### config.mk
export PLATFORM = sky130hd
export DESIGN_NAME = usb_hid_kbd_event_decoder
export DESIGN_NICKNAME = d
export VERILOG_FILES = /design/src/rtl/usb_hid_pkg.sv /design/src/rtl/usb_evt_fifo.sv /design/src/rtl/usb_hid_kbd_event_decoder.sv
export SDC_FILE = /design/constraint.sdc
export NUM_CORES = 1
export LEC_CHECK = 0
export CAP_MARGIN = 5
export CORE_UTILIZATION = 64
export CTS_CLUSTER_DIAMETER = 50
export DETAILED_ROUTE_END_ITERATION = 6
export PLACE_DENSITY = 0.89
export SYNTH_ARGS = -nofsm -noshare
export SYNTH_HDL_FRONTEND = slang
export SYNTH_SLANG_ARGS = --single-unit
export TNS_END_PERCENT = 10
### constraint.sdc
create_clock -name clk -period 6.8 [get_ports clk]
set_input_delay 0.68 -clock clk [delete_from_list [all_inputs] [get_ports clk]]
set_output_delay 0.68 -clock clk [all_outputs]
set_load 0.02 [all_outputs]
### src/rtl/usb_hid_pkg.sv
// Shared types and report layout for the HID boot-keyboard event decoder.
package usb_hid_pkg;

    localparam int NUM_KEYS = 6;
    localparam int MOD_MSB  = 63;
    localparam int RSV_MSB  = 55;
    localparam int KEY0_MSB = 47;

    localparam logic [7:0] KEY_NONE     = 8'h00;
    localparam logic [7:0] KEY_ROLLOVER = 8'h01;

    typedef struct packed {
        logic       press;
        logic [7:0] code;
    } kbd_evt_t;

    typedef enum logic [1:0] {IDLE, BRK, MK, COMMIT} scan_state_e;

    typedef logic [NUM_KEYS-1:0][7:0] key_arr_t;

    // Element i holds keycode k<i>; k0 is the most significant key byte.
    function automatic key_arr_t get_keys(input logic [63:0] rpt);
        key_arr_t k;
        for (int i = 0; i < NUM_KEYS; i++) k[i] = rpt[KEY0_MSB-8*i -: 8];
        return k;
    endfunction

endpackage

### src/rtl/usb_evt_fifo.sv
// Synchronous show-ahead FIFO; a push into a full FIFO is accepted when a pop happens in the same cycle.
module usb_evt_fifo #(
    parameter int  DEPTH = 8,
    parameter type T     = logic [7:0]
) (
    input  logic clk,
    input  logic rst,
    input  logic push_i,
    input  T     data_i,
    input  logic pop_i,
    output T     data_o,
    output logic full_o,
    output logic empty_o
);
    localparam int AW = $clog2(DEPTH);

    T           mem_q [DEPTH];
    logic [AW:0] wr_q, wr_d, rd_q, rd_d;
    logic        do_push, do_pop;

    always_comb begin
        empty_o = (wr_q == rd_q);
        full_o  = (wr_q[AW] != rd_q[AW]) && (wr_q[AW-1:0] == rd_q[AW-1:0]);
        do_pop  = pop_i && !empty_o;
        do_push = push_i && (!full_o || do_pop);
        wr_d    = do_push ? wr_q + 1'b1 : wr_q;
        rd_d    = do_pop  ? rd_q + 1'b1 : rd_q;
        data_o  = mem_q[rd_q[AW-1:0]];
    end

    always_ff @(posedge clk) begin
        if (rst) begin
            wr_q <= '0;
            rd_q <= '0;
            for (int i = 0; i < DEPTH; i++) mem_q[i] <= '0;
        end else begin
            wr_q <= wr_d;
            rd_q <= rd_d;
            if (do_push) mem_q[wr_q[AW-1:0]] <= data_i;
        end
    end

endmodule

### src/rtl/usb_hid_kbd_event_decoder.sv
// Diffs successive HID boot-keyboard reports and emits press/release events,
// all releases of a report before any of its presses.
module usb_hid_kbd_event_decoder
    import usb_hid_pkg::*;
#(
    parameter int FIFO_DEPTH      = 8,
    parameter bit FILTER_ROLLOVER = 1'b1
) (
    input  logic        clk,
    input  logic        rst,
    input  logic [63:0] report_i,
    input  logic        report_valid_i,
    input  logic        clear_i,
    output logic        evt_valid_o,
    input  logic        evt_ready_i,
    output logic [7:0]  evt_code_o,
    output logic        evt_press_o,
    output logic [7:0]  mod_o,
    output logic        busy_o,
    output logic [7:0]  drop_cnt_o
);
    scan_state_e state_q, state_d;
    logic [2:0]  idx_q, idx_d;
    logic        valid_q, valid_d;
    logic        pend_full_q, pend_full_d;
    logic [7:0]  pend_mod_q, pend_mod_d;
    key_arr_t    pend_keys_q, pend_keys_d;
    logic [7:0]  cur_mod_q, cur_mod_d;
    key_arr_t    cur_keys_q, cur_keys_d;
    key_arr_t    prev_keys_q, prev_keys_d;
    logic [7:0]  mod_q, mod_d;
    logic [7:0]  drop_cnt_q, drop_cnt_d;

    logic        cap, consume, is_roll;
    logic [7:0]  in_mod;
    key_arr_t    in_keys;
    logic [7:0]  scan_code;
    key_arr_t    other_keys, self_keys;
    logic        hit, need, push, fifo_full, fifo_empty, pop;
    kbd_evt_t    push_evt, head_evt;
    logic        unused_rsv;

    assign unused_rsv = ^report_i[RSV_MSB -: 8];

    // Capture and one-deep pending slot.
    always_comb begin
        valid_d = report_valid_i;
        in_mod  = clear_i ? 8'h00 : report_i[MOD_MSB -: 8];
        in_keys = clear_i ? '0 : get_keys(report_i);
        is_roll = FILTER_ROLLOVER && !clear_i;
        for (int i = 0; i < NUM_KEYS; i++)
            if (in_keys[i] != KEY_ROLLOVER) is_roll = 1'b0;
        cap     = (clear_i || (report_valid_i && !valid_q)) && !is_roll;
        consume = (state_q == IDLE) && pend_full_q;

        pend_full_d = pend_full_q;
        pend_mod_d  = pend_mod_q;
        pend_keys_d = pend_keys_q;
        drop_cnt_d  = drop_cnt_q;
        if (cap) begin
            pend_full_d = 1'b1;
            pend_mod_d  = in_mod;
            pend_keys_d = in_keys;
            if (pend_full_q && !consume && drop_cnt_q != 8'hFF)
                drop_cnt_d = drop_cnt_q + 8'd1;
        end else if (consume) begin
            pend_full_d = 1'b0;
        end
    end

    // Scan FSM: BRK walks prev looking for released keys, MK walks cur for new ones.
    always_comb begin
        other_keys = (state_q == BRK) ? cur_keys_q  : prev_keys_q;
        self_keys  = (state_q == BRK) ? prev_keys_q : cur_keys_q;
        scan_code  = self_keys[idx_q];
        hit = 1'b0;
        for (int j = 0; j < NUM_KEYS; j++) begin
            if (other_keys[j] == scan_code) hit = 1'b1;
            if (3'(j) < idx_q && self_keys[j] == scan_code) hit = 1'b1;
        end
        need     = (state_q == BRK || state_q == MK) && scan_code != KEY_NONE && !hit;
        push     = need && !fifo_full;
        push_evt = '{press: (state_q == MK), code: scan_code};

        state_d     = state_q;
        idx_d       = idx_q;
        cur_mod_d   = cur_mod_q;
        cur_keys_d  = cur_keys_q;
        prev_keys_d = prev_keys_q;
        mod_d       = mod_q;
        case (state_q)
            IDLE: if (pend_full_q) begin
                cur_mod_d  = pend_mod_q;
                cur_keys_d = pend_keys_q;
                idx_d      = 3'd0;
                state_d    = BRK;
            end
            BRK, MK: if (!(need && fifo_full)) begin
                if (idx_q == 3'd5) begin
                    idx_d   = 3'd0;
                    state_d = (state_q == BRK) ? MK : COMMIT;
                end else begin
                    idx_d = idx_q + 3'd1;
                end
            end
            COMMIT: begin
                prev_keys_d = cur_keys_q;
                mod_d       = cur_mod_q;
                state_d     = IDLE;
            end
            default: state_d = IDLE;
        endcase
    end

    always_ff @(posedge clk) begin
        if (rst) begin
            state_q     <= IDLE;
            idx_q       <= '0;
            valid_q     <= 1'b0;
            pend_full_q <= 1'b0;
            pend_mod_q  <= '0;
            pend_keys_q <= '0;
            cur_mod_q   <= '0;
            cur_keys_q  <= '0;
            prev_keys_q <= '0;
            mod_q       <= '0;
            drop_cnt_q  <= '0;
        end else begin
            state_q     <= state_d;
            idx_q       <= idx_d;
            valid_q     <= valid_d;
            pend_full_q <= pend_full_d;
            pend_mod_q  <= pend_mod_d;
            pend_keys_q <= pend_keys_d;
            cur_mod_q   <= cur_mod_d;
            cur_keys_q  <= cur_keys_d;
            prev_keys_q <= prev_keys_d;
            mod_q       <= mod_d;
            drop_cnt_q  <= drop_cnt_d;
        end
    end

    assign pop = evt_valid_o && evt_ready_i;

    usb_evt_fifo #(.DEPTH(FIFO_DEPTH), .T(kbd_evt_t)) u_fifo (
        .clk     (clk),
        .rst     (rst),
        .push_i  (push),
        .data_i  (push_evt),
        .pop_i   (pop),
        .data_o  (head_evt),
        .full_o  (fifo_full),
        .empty_o (fifo_empty)
    );

    assign evt_valid_o = !fifo_empty;
    assign evt_code_o  = head_evt.code;
    assign evt_press_o = head_evt.press;
    assign mod_o       = mod_q;
    assign busy_o      = (state_q != IDLE) || pend_full_q;
    assign drop_cnt_o  = drop_cnt_q;

endmodule

==> results of run 1 <==
-- worst max-delay path by stage --
| stage | start | endpoint | cells past startpoint |
|---|---|---|---|
| floorplan | state_q[1]$_SDFFE_PP0P_ | u_fifo.mem_q[1][0]$_SDFFCE_PN0P_ | 16 |
| global placement | state_q[1]$_SDFFE_PP0P_ | u_fifo.mem_q[4][3]$_SDFFCE_PN0P_ | 13 |
| detailed placement | state_q[0]$_SDFFE_PP0P_ | u_fifo.mem_q[4][1]$_SDFFCE_PN0P_ | 12 |
| CTS | state_q[1]$_SDFFE_PP0P_ | u_fifo.mem_q[4][2]$_SDFFCE_PN0P_ | 13 |
| global route | state_q[0]$_SDFFE_PP0P_ | u_fifo.mem_q[0][2]$_SDFFCE_PN0P_ | 13 |
| finish | state_q[0]$_SDFFE_PP0P_ | u_fifo.mem_q[4][2]$_SDFFCE_PN0P_ | 12 |
-- synthesized netlist by cell type, types with 12 or more instances --
cell type and instances:
nor4_1 16, xnor2_1 27, nand3_1 41, nor3_2 18, nand4_1 14, buf_2 27
dfxtp_1 194, mux4_2 18, a21oi_1 79, nor3_1 58, nor2_1 138, mux2_2 21
edfxtp_1 72, nand4b_1 14, mux2i_1 207, clkbuf_1 55, xor2_1 38, o21ai_0 20
a22oi_1 12, nand2_1 135
-- critical path, cell delays in order (launching register included) --
cell and delay [ps]:
dfxtp_1 480, ha_2 780, buf_4 330, mux2i_1 370, a22oi_1 160, and3_1 360, nand2_1 650, xor2_1 200
nor4_1 110, a2111oi_4 480, and4b_4 370, nand3_2 190, o21ai_1 750
-- state kept, by name, indices dropped and copies added, names as in the netlist, 8 cells and up, named ones only --
register      count
cur_keys_q       48
cur_mod_q         8
drop_cnt_o        8
mod_o             8
pend_keys_q      48
pend_mod_q        8
prev_keys_q      48
u_fifo.mem_q     72
-- placed cells by master (no fill, tap or decap), types with 16 or more instances in the layout --
master,instances
nand3_1,41
clkbuf_16,31
nor2_1,138
nor3_2,18
buf_4,23
nand2_1,134
o21ai_0,20
a21oi_1,79
clkdlybuf4s50_1,86
edfxtp_1,72
xor2_1,38
mux2i_1,207
dfxtp_1,194
xnor2_1,27
mux2_2,21
mux4_2,18
nor3_1,58
nor4_1,16
-- layer usage --
| metal | part of all wire | GRT usage | wire [um] | vias to the layer above |
|---|---|---|---|---|
| met5 | 0 | 0 | 0 | - |
| met4 | 0.040 | 0.136 | 1400 | 0 |
| met3 | 0.069 | 0.0425 | 2420 | 100 |
| met2 | 0.49 | 0.557 | 17300 | 454 |
| met1 | 0.40 | 0.410 | 14000 | 5122 |
| li1 | - | - | - | 4914 |
-- through the flow --
step	hold slack, ps	cells
floorplan	432	1354
global placement	441	1627
detailed placement	445	1627
CTS	453	1678
global route	470	1679
finish	452	1679
-- final cells by class --
type / count / area share
Inverter: 8 / 0.00195
Sequential cell: 266 / 0.393
Clock buffer: 44 / 0.0576
Clock inverter: 7 / 0.00700
Timing Repair Buffer: 110 / 0.0690
Multi-Input combinational cell: 974 / 0.449
Tap cell: 270 / 0.0220
-- power breakdown --
| group | total, uW | internal (uW) | leakage (uW) | switching [uW] |
|---|---|---|---|---|
| clock network | 1620 | 975 | 0.000489 | 642 |
| logic | 1660 | 632 | 0.00259 | 1030 |
| registers | 1720 | 1670 | 0.00231 | 45.9 |
-- logic make-up after synthesis --
| group | after synthesis | synth area share |
|---|---|---|
| AND/OR/NAND/NOR | 495 | 0.183 |
| AO/OA/AOI/OAI | 157 | 0.0738 |
| buffers and inverters | 114 | 0.0419 |
| multiplexers | 248 | 0.203 |
| flip-flops | 266 | 0.448 |
| XOR/XNOR | 65 | 0.0422 |
| adder cells (fa/ha/maj) | 9 | 0.00834 |
==> results.txt, run 1 <==
----------------------------------------------------
[Run status]
  Outcome ... finished clean

[CTS]
  Number of H-tree levels ... 1
  Cts repair resizes ... 0
  Clock sink count ... 266
  Post-CTS Hold Fix Bufs ... 0
  CTS Buf Count ... 28
  Post CTS Setup Buffer Count ... 0
  Clk buf depth ... 3
  Clock Tree Root ... clkbuf_16
  Clk Latency, worst-skew pair ... 540 ps
  Clock transition at the register clock pins on the worst setup and hold paths after CTS ... 60 ps
  TritonCTS clock tree ... yes

[Cells and area]
  Final cell area excluding filler cells ... 15400 um^2
  NumNets Final ... 1466
  Fraction of layout instances using a drive strength above 1 ... 0.112
  Synthesis-to-layout area growth ... 14.0%
  Final core utilization ... 0.753
  Filler cell count ... 1409
  Antenna diode count ... 0
  Sequential Area ... 6050 um^2
  Area taken by multi-input logic gates ... 6910 um^2

[Placed design]
  Pre-CTS worst setup slack ... 1270 ps
  Number of buffer cells added on primary ports ... 87
  DP Wirelength ... 23.3 mm
  Area after detailed placement ... 14400 um^2
  Routability cong. ... 0.947

[Power and ir drop]
  PnR Total Power ... 5000 uW
  Maximum vdd ir drop ... 0.246 mV
  Leakage power total ... 0.00539 uW
  PwrDens ... 325 nW/um^2

[Synthesis]
  Synthesized area ... 13500 um^2
  Post-synthesis area per instance ... 9.97 um^2
  Unique cell type count in the Yosys netlist ... 66
  Gate count of the mapped netlist ... 1354
  Post-synthesis sequential element count ... 266
  Cell taking the most area after synthesis ... dfxtp_1
  Number of nets in the synthesized netlist ... 1432
  Number of warnings issued by yosys ... 0
  Area fraction of the dominant cell type after synthesis ... 0.288
  Number of synthesized flops with an enable pin ... 72
  Ys async rst share ... 0
  Top FF cell, synth ... dfxtp_1
  Top cells by area, synth ... dfxtp_1, edfxtp_1, mux2i_1
  Fraction of the yosys area taken by sequential cells ... 0.448

[Setup path]
  Worst reg-to-reg setup slack ... 1160 ps
  Worst R2R End ... u_fifo.mem_q[4][2]$_SDFFCE_PN0P_
  Length in cells of the worst reg-to-reg path ... 12
  Worst setup EP type ... register
  Crit path DAT ... 5810 ps
  Highest fanout seen on the critical path ... 26
  Launch point of the worst reg-to-reg path ... state_q[0]$_SDFFE_PP0P_
  Worst Setup Path Type ... reg -> reg
  Startpoint class of the critical path ... register
  Worst path required time ... 6970 ps

[STA]
  Max frequency ... 0.177 GHz
  Max Slew Vio Count ... 0
  Portion of the clock cycle consumed by the worst path in the final layout ... 0.830
  Final WS setup ... 1160 ps
  # setup viols final ... 0
  Shortest clock period the worst path allows after layout ... 5640 ps
  RSZ-0062 raised after global routing ... false
  Worst clock skew ... 12.0 ps
  Worst relative slew slack ... 0.258
  Fin. Hold Viols ... 0
  Setup TNS Final ... 0 ps
  Worst-Margin Slew ... 1110 ps

[Floorplan]
  Die height ... 147 um
  Number of I/O pins ... 96
  Initial standard-cell utilization of the core ... 0.661
  Number of placement rows ... 52
  Die span in x ... 147 um
  Die ar. ... 21700 um^2
  Core region area ... 20400 um^2

[Route]
  DR vias ... 10600
  DRC viols ... 0
  Routed wire per std cell ... 20.9 um
  Drt initial violations ... 732
  First-pass DRT Iterations ... 5
  Final Routed Wirelength ... 35.1 mm
  Antenna viol nets, final ... 0
  Vias per cell ... 6.31

[Global route]
  Number of antenna violations at the first check in global routing ... 0
  Via count of the first global-routing pass ... 10300
  Global-route wire length before repair ... 55.2 mm
  Total grt overflow ... 0
  GRT Util Overall ... 0.324
  Pin count of the biggest net entering global routing ... 59

[Hold path]
  Worst Hold End ... cur_mod_q[2]$_SDFFE_PP0P_
  Min-delay src ... pend_mod_q[2]$_SDFFE_PP0P_
  Hold Path Class ... reg -> reg
  Number of cells traversed by the worst hold path ... 2

[Job]
  Max cap viols ... 0

----------------------------------------------------
(Power assumes the default switching activity.)
==> inputs of run 2 (changes only) <==
- CORE_UTILIZATION: 64 -> 59
- PLACE_DENSITY: 0.89 -> 0.83
- clock period: 6.8 -> 5.5 ns (I/O delays scaled with it)
==> run 2 against run 1 <==
Against the previous run: combinational power grew 26%; clock skew shrank 1.4 ps; non-clock buffer count grew 7; via count shrank 2.4%; utilization shrank 5.7 points; sequential power grew 23%; global-route usage shrank 4.4 points; worst setup slack lost 680 ps; first-iteration DRC count shrank 8.2%; cell count grew 1.1%; critical endpoint is now u_fifo.mem_q[6][8]$_SDFFCE_PN0P_; largest power group unchanged.
==> results.txt, run 2 (synthesized netlist as in run 1, its figures left out) <==
----------------------------------------------------
[CTS]
  Clock Tree Root ... clkbuf_16 (unchanged)
  Clk buf depth ... 3 (unchanged)
  Post-CTS Hold Fix Bufs ... 0 (unchanged)
  Post CTS Setup Buffer Count ... 0 (unchanged)
  Clock sink count ... 266 (unchanged)
  Clock transition at the register clock pins on the worst setup and hold paths after CTS ... 60 ps (about the same)
  CTS Buf Count ... 28 (unchanged)
  Clk Latency, worst-skew pair ... 550 ps (was 540 ps)
  Number of H-tree levels ... 1 (unchanged)
  Cts repair resizes ... 0 (unchanged)
  TritonCTS clock tree ... yes (unchanged)

[Setup path]
  Startpoint class of the critical path ... register (unchanged)
  Crit path DAT ... 5190 ps (was 5810 ps)
  Worst path required time ... 5670 ps (was 6970 ps)
  Worst setup EP type ... register (unchanged)
  Worst Setup Path Type ... reg -> reg (unchanged)
  Worst reg-to-reg setup slack ... 480 ps (was 1160 ps)
  Worst R2R End ... u_fifo.mem_q[6][8]$_SDFFCE_PN0P_ (was u_fifo.mem_q[4][2]$_SDFFCE_PN0P_)
  Launch point of the worst reg-to-reg path ... state_q[1]$_SDFFE_PP0P_ (was state_q[0]$_SDFFE_PP0P_)
  Highest fanout seen on the critical path ... 15 (was 26)
  Length in cells of the worst reg-to-reg path ... 13 (was 12)

[STA]
  Portion of the clock cycle consumed by the worst path in the final layout ... 0.913 (was 0.830)
  Max Slew Vio Count ... 0 (unchanged)
  Setup TNS Final ... 0 ps (unchanged)
  Max frequency ... 0.199 GHz (was 0.177 GHz)
  Worst-Margin Slew ... 1060 ps (was 1110 ps)
  Fin. Hold Viols ... 0 (unchanged)
  Final WS setup ... 478 ps (was 1160 ps)
  Shortest clock period the worst path allows after layout ... 5020 ps (was 5640 ps)
  Worst clock skew ... 10.7 ps (was 12.0 ps)
  RSZ-0062 raised after global routing ... false (unchanged)
  Worst relative slew slack ... 0.294 (was 0.258)
  # setup viols final ... 0 (unchanged)

[Cells and area]
  Flip-flop count of the largest register, all copies and words added ... 72 (unchanged)
  Leading cell type in the layout, fill and taps excluded ... mux2i_1 (unchanged)
  Commonest cells after routing, fill and taps aside ... mux2i_1, dfxtp_1, nor2_1, nand2_1, clkdlybuf4s50_1 (unchanged)
  Register ranked first by flip-flop count ... u_fifo.mem_q (unchanged)
  NumNets Final ... 1473 (was 1466)
  Antenna diode count ... 0 (unchanged)
  Filler cell count ... 1670 (was 1409)
  Sequential Area ... 6050 um^2 (unchanged)
  Final core utilization ... 0.696 (was 0.753)
  Fraction of layout instances using a drive strength above 1 ... 0.118 (was 0.112)
  Synthesis-to-layout area growth ... 14.0% (about the same)
  Area taken by multi-input logic gates ... 6910 um^2 (about the same)
  Post-Layout Cell Count ... 1697 (was 1679)

[Power and ir drop]
  PwrDens ... 396 nW/um^2 (was 325 nW/um^2)
  Leakage power total ... 0.00540 uW (was 0.00539 uW)
  Maximum vdd ir drop ... 0.303 mV (was 0.246 mV)
  PnR Total Power ... 6090 uW (was 5000 uW)

[Floorplan]
  Die span in x ... 153 um (was 147 um)
  Initial standard-cell utilization of the core ... 0.611 (was 0.661)
  Core region area ... 22100 um^2 (was 20400 um^2)
  Die height ... 153 um (was 147 um)
  Number of placement rows ... 54 (was 52)
  Number of I/O pins ... 96 (unchanged)
  Die ar. ... 23500 um^2 (was 21700 um^2)

[Global route]
  Total grt overflow ... 0 (unchanged)
  Global-route wire length before repair ... 52.1 mm (was 55.2 mm)
  GRT Util Overall ... 0.281 (was 0.324)
  Pin count of the biggest net entering global routing ... 81 (was 59)
  Number of antenna violations at the first check in global routing ... 0 (unchanged)
  Via count of the first global-routing pass ... 9883 (was 10300)

[Run status]
  Outcome ... finished clean (unchanged)

[Placed design]
  Number of buffer cells added on primary ports ... 87 (unchanged)
  Number of cells after detailed placement ... 1645 (was 1627)
  Pre-CTS worst setup slack ... 648 ps (was 1270 ps)
  Routability cong. ... 0.938 (was 0.947)
  DP Wirelength ... 22.5 mm (was 23.3 mm)

[Route]
  DR vias ... 10300 (was 10600)
  First-pass DRT Iterations ... 5 (unchanged)
  Routed wire per std cell ... 19.4 um (was 20.9 um)
  Vias per cell ... 6.09 (was 6.31)
  Final Routed Wirelength ... 33.0 mm (was 35.1 mm)
  Drt initial violations ... 672 (was 732)
  DRC viols ... 0 (unchanged)
  Antenna viol nets, final ... 0 (unchanged)

[Job]
  Max cap viols ... 0 (unchanged)

[Hold path]
  Min-delay src ... pend_mod_q[4]$_SDFFE_PP0P_ (was pend_mod_q[2]$_SDFFE_PP0P_)
  Worst Hold End ... cur_mod_q[4]$_SDFFE_PP0P_ (was cur_mod_q[2]$_SDFFE_PP0P_)
  Number of cells traversed by the worst hold path ... 2 (unchanged)
  Hold Path Class ... reg -> reg (unchanged)

----------------------------------------------------
-- run 2: worst max path at each step --
stage	end	slack [ps]	cells past startpoint	from
after floorplan	u_fifo.mem_q[1][0]$_SDFFCE_PN0P_	1740	16	state_q[1]$_SDFFE_PP0P_
after global placement	u_fifo.mem_q[4][5]$_SDFFCE_PN0P_	690	13	state_q[1]$_SDFFE_PP0P_
after detailed placement	u_fifo.mem_q[5][8]$_SDFFCE_PN0P_	650	13	state_q[1]$_SDFFE_PP0P_
after CTS	u_fifo.mem_q[5][2]$_SDFFCE_PN0P_	610	13	state_q[1]$_SDFFE_PP0P_
after global routing	u_fifo.mem_q[4][3]$_SDFFCE_PN0P_	220	14	state_q[1]$_SDFFE_PP0P_
final	u_fifo.mem_q[6][8]$_SDFFCE_PN0P_	480	13	state_q[1]$_SDFFE_PP0P_
-- run 2: power breakdown --
part | leakage [uW] | switching (uW) | internal (uW)
registers | 0.00231 | 52.7 | 2060
clock network | 0.000470 | 790 | 1090
logic | 0.00261 | 1270 | 826
-- run 2: area by class of cell --
| cell class | count | area share |
|---|---|---|
| Multi-Input combinational cell | 974 | 0.449 |
| Sequential cell | 266 | 0.393 |
| Timing Repair Buffer | 117 | 0.0711 |
| Clock buffer | 38 | 0.0547 |
| Tap cell | 280 | 0.0228 |
| Clock inverter | 14 | 0.00700 |
| Inverter | 8 | 0.00195 |
-- run 2: worst max-delay path, cell delays in order (launching register included) --
cell and delay [ps]:
dfxtp_1 350, inv_1 160, ha_2 550, buf_4 320, buf_4 190, mux2_2 360
o21ai_0 440, o21ai_0 180, nand4b_1 130, nor4_1 80, a2111oi_4 480, and4b_4 360
nand3_2 210, o21ai_1 820
-- run 2: stage by stage --
stage | area, um^2 | hold WS (ps)
4_1_cts | 15400 | 454
2_1_floorplan | 13500 | 432
3_5_place_dp | 14400 | 447
3_3_place_gp | 14400 | 440
5_1_grt | 15400 | 470
6_report | 15400 | 453
-- run 2: layer usage --
| metal | vias up | wire length, um | share of wire | track usage |
|---|---|---|---|---|
| met1 | 4956 | 13700 | 0.41 | 0.358 |
| li1 | 4929 | - | - | - |
| met5 | - | 0 | 0 | 0 |
| met4 | 0 | 1120 | 0.034 | 0.110 |
| met2 | 383 | 16200 | 0.49 | 0.487 |
| met3 | 72 | 2040 | 0.062 | 0.0303 |
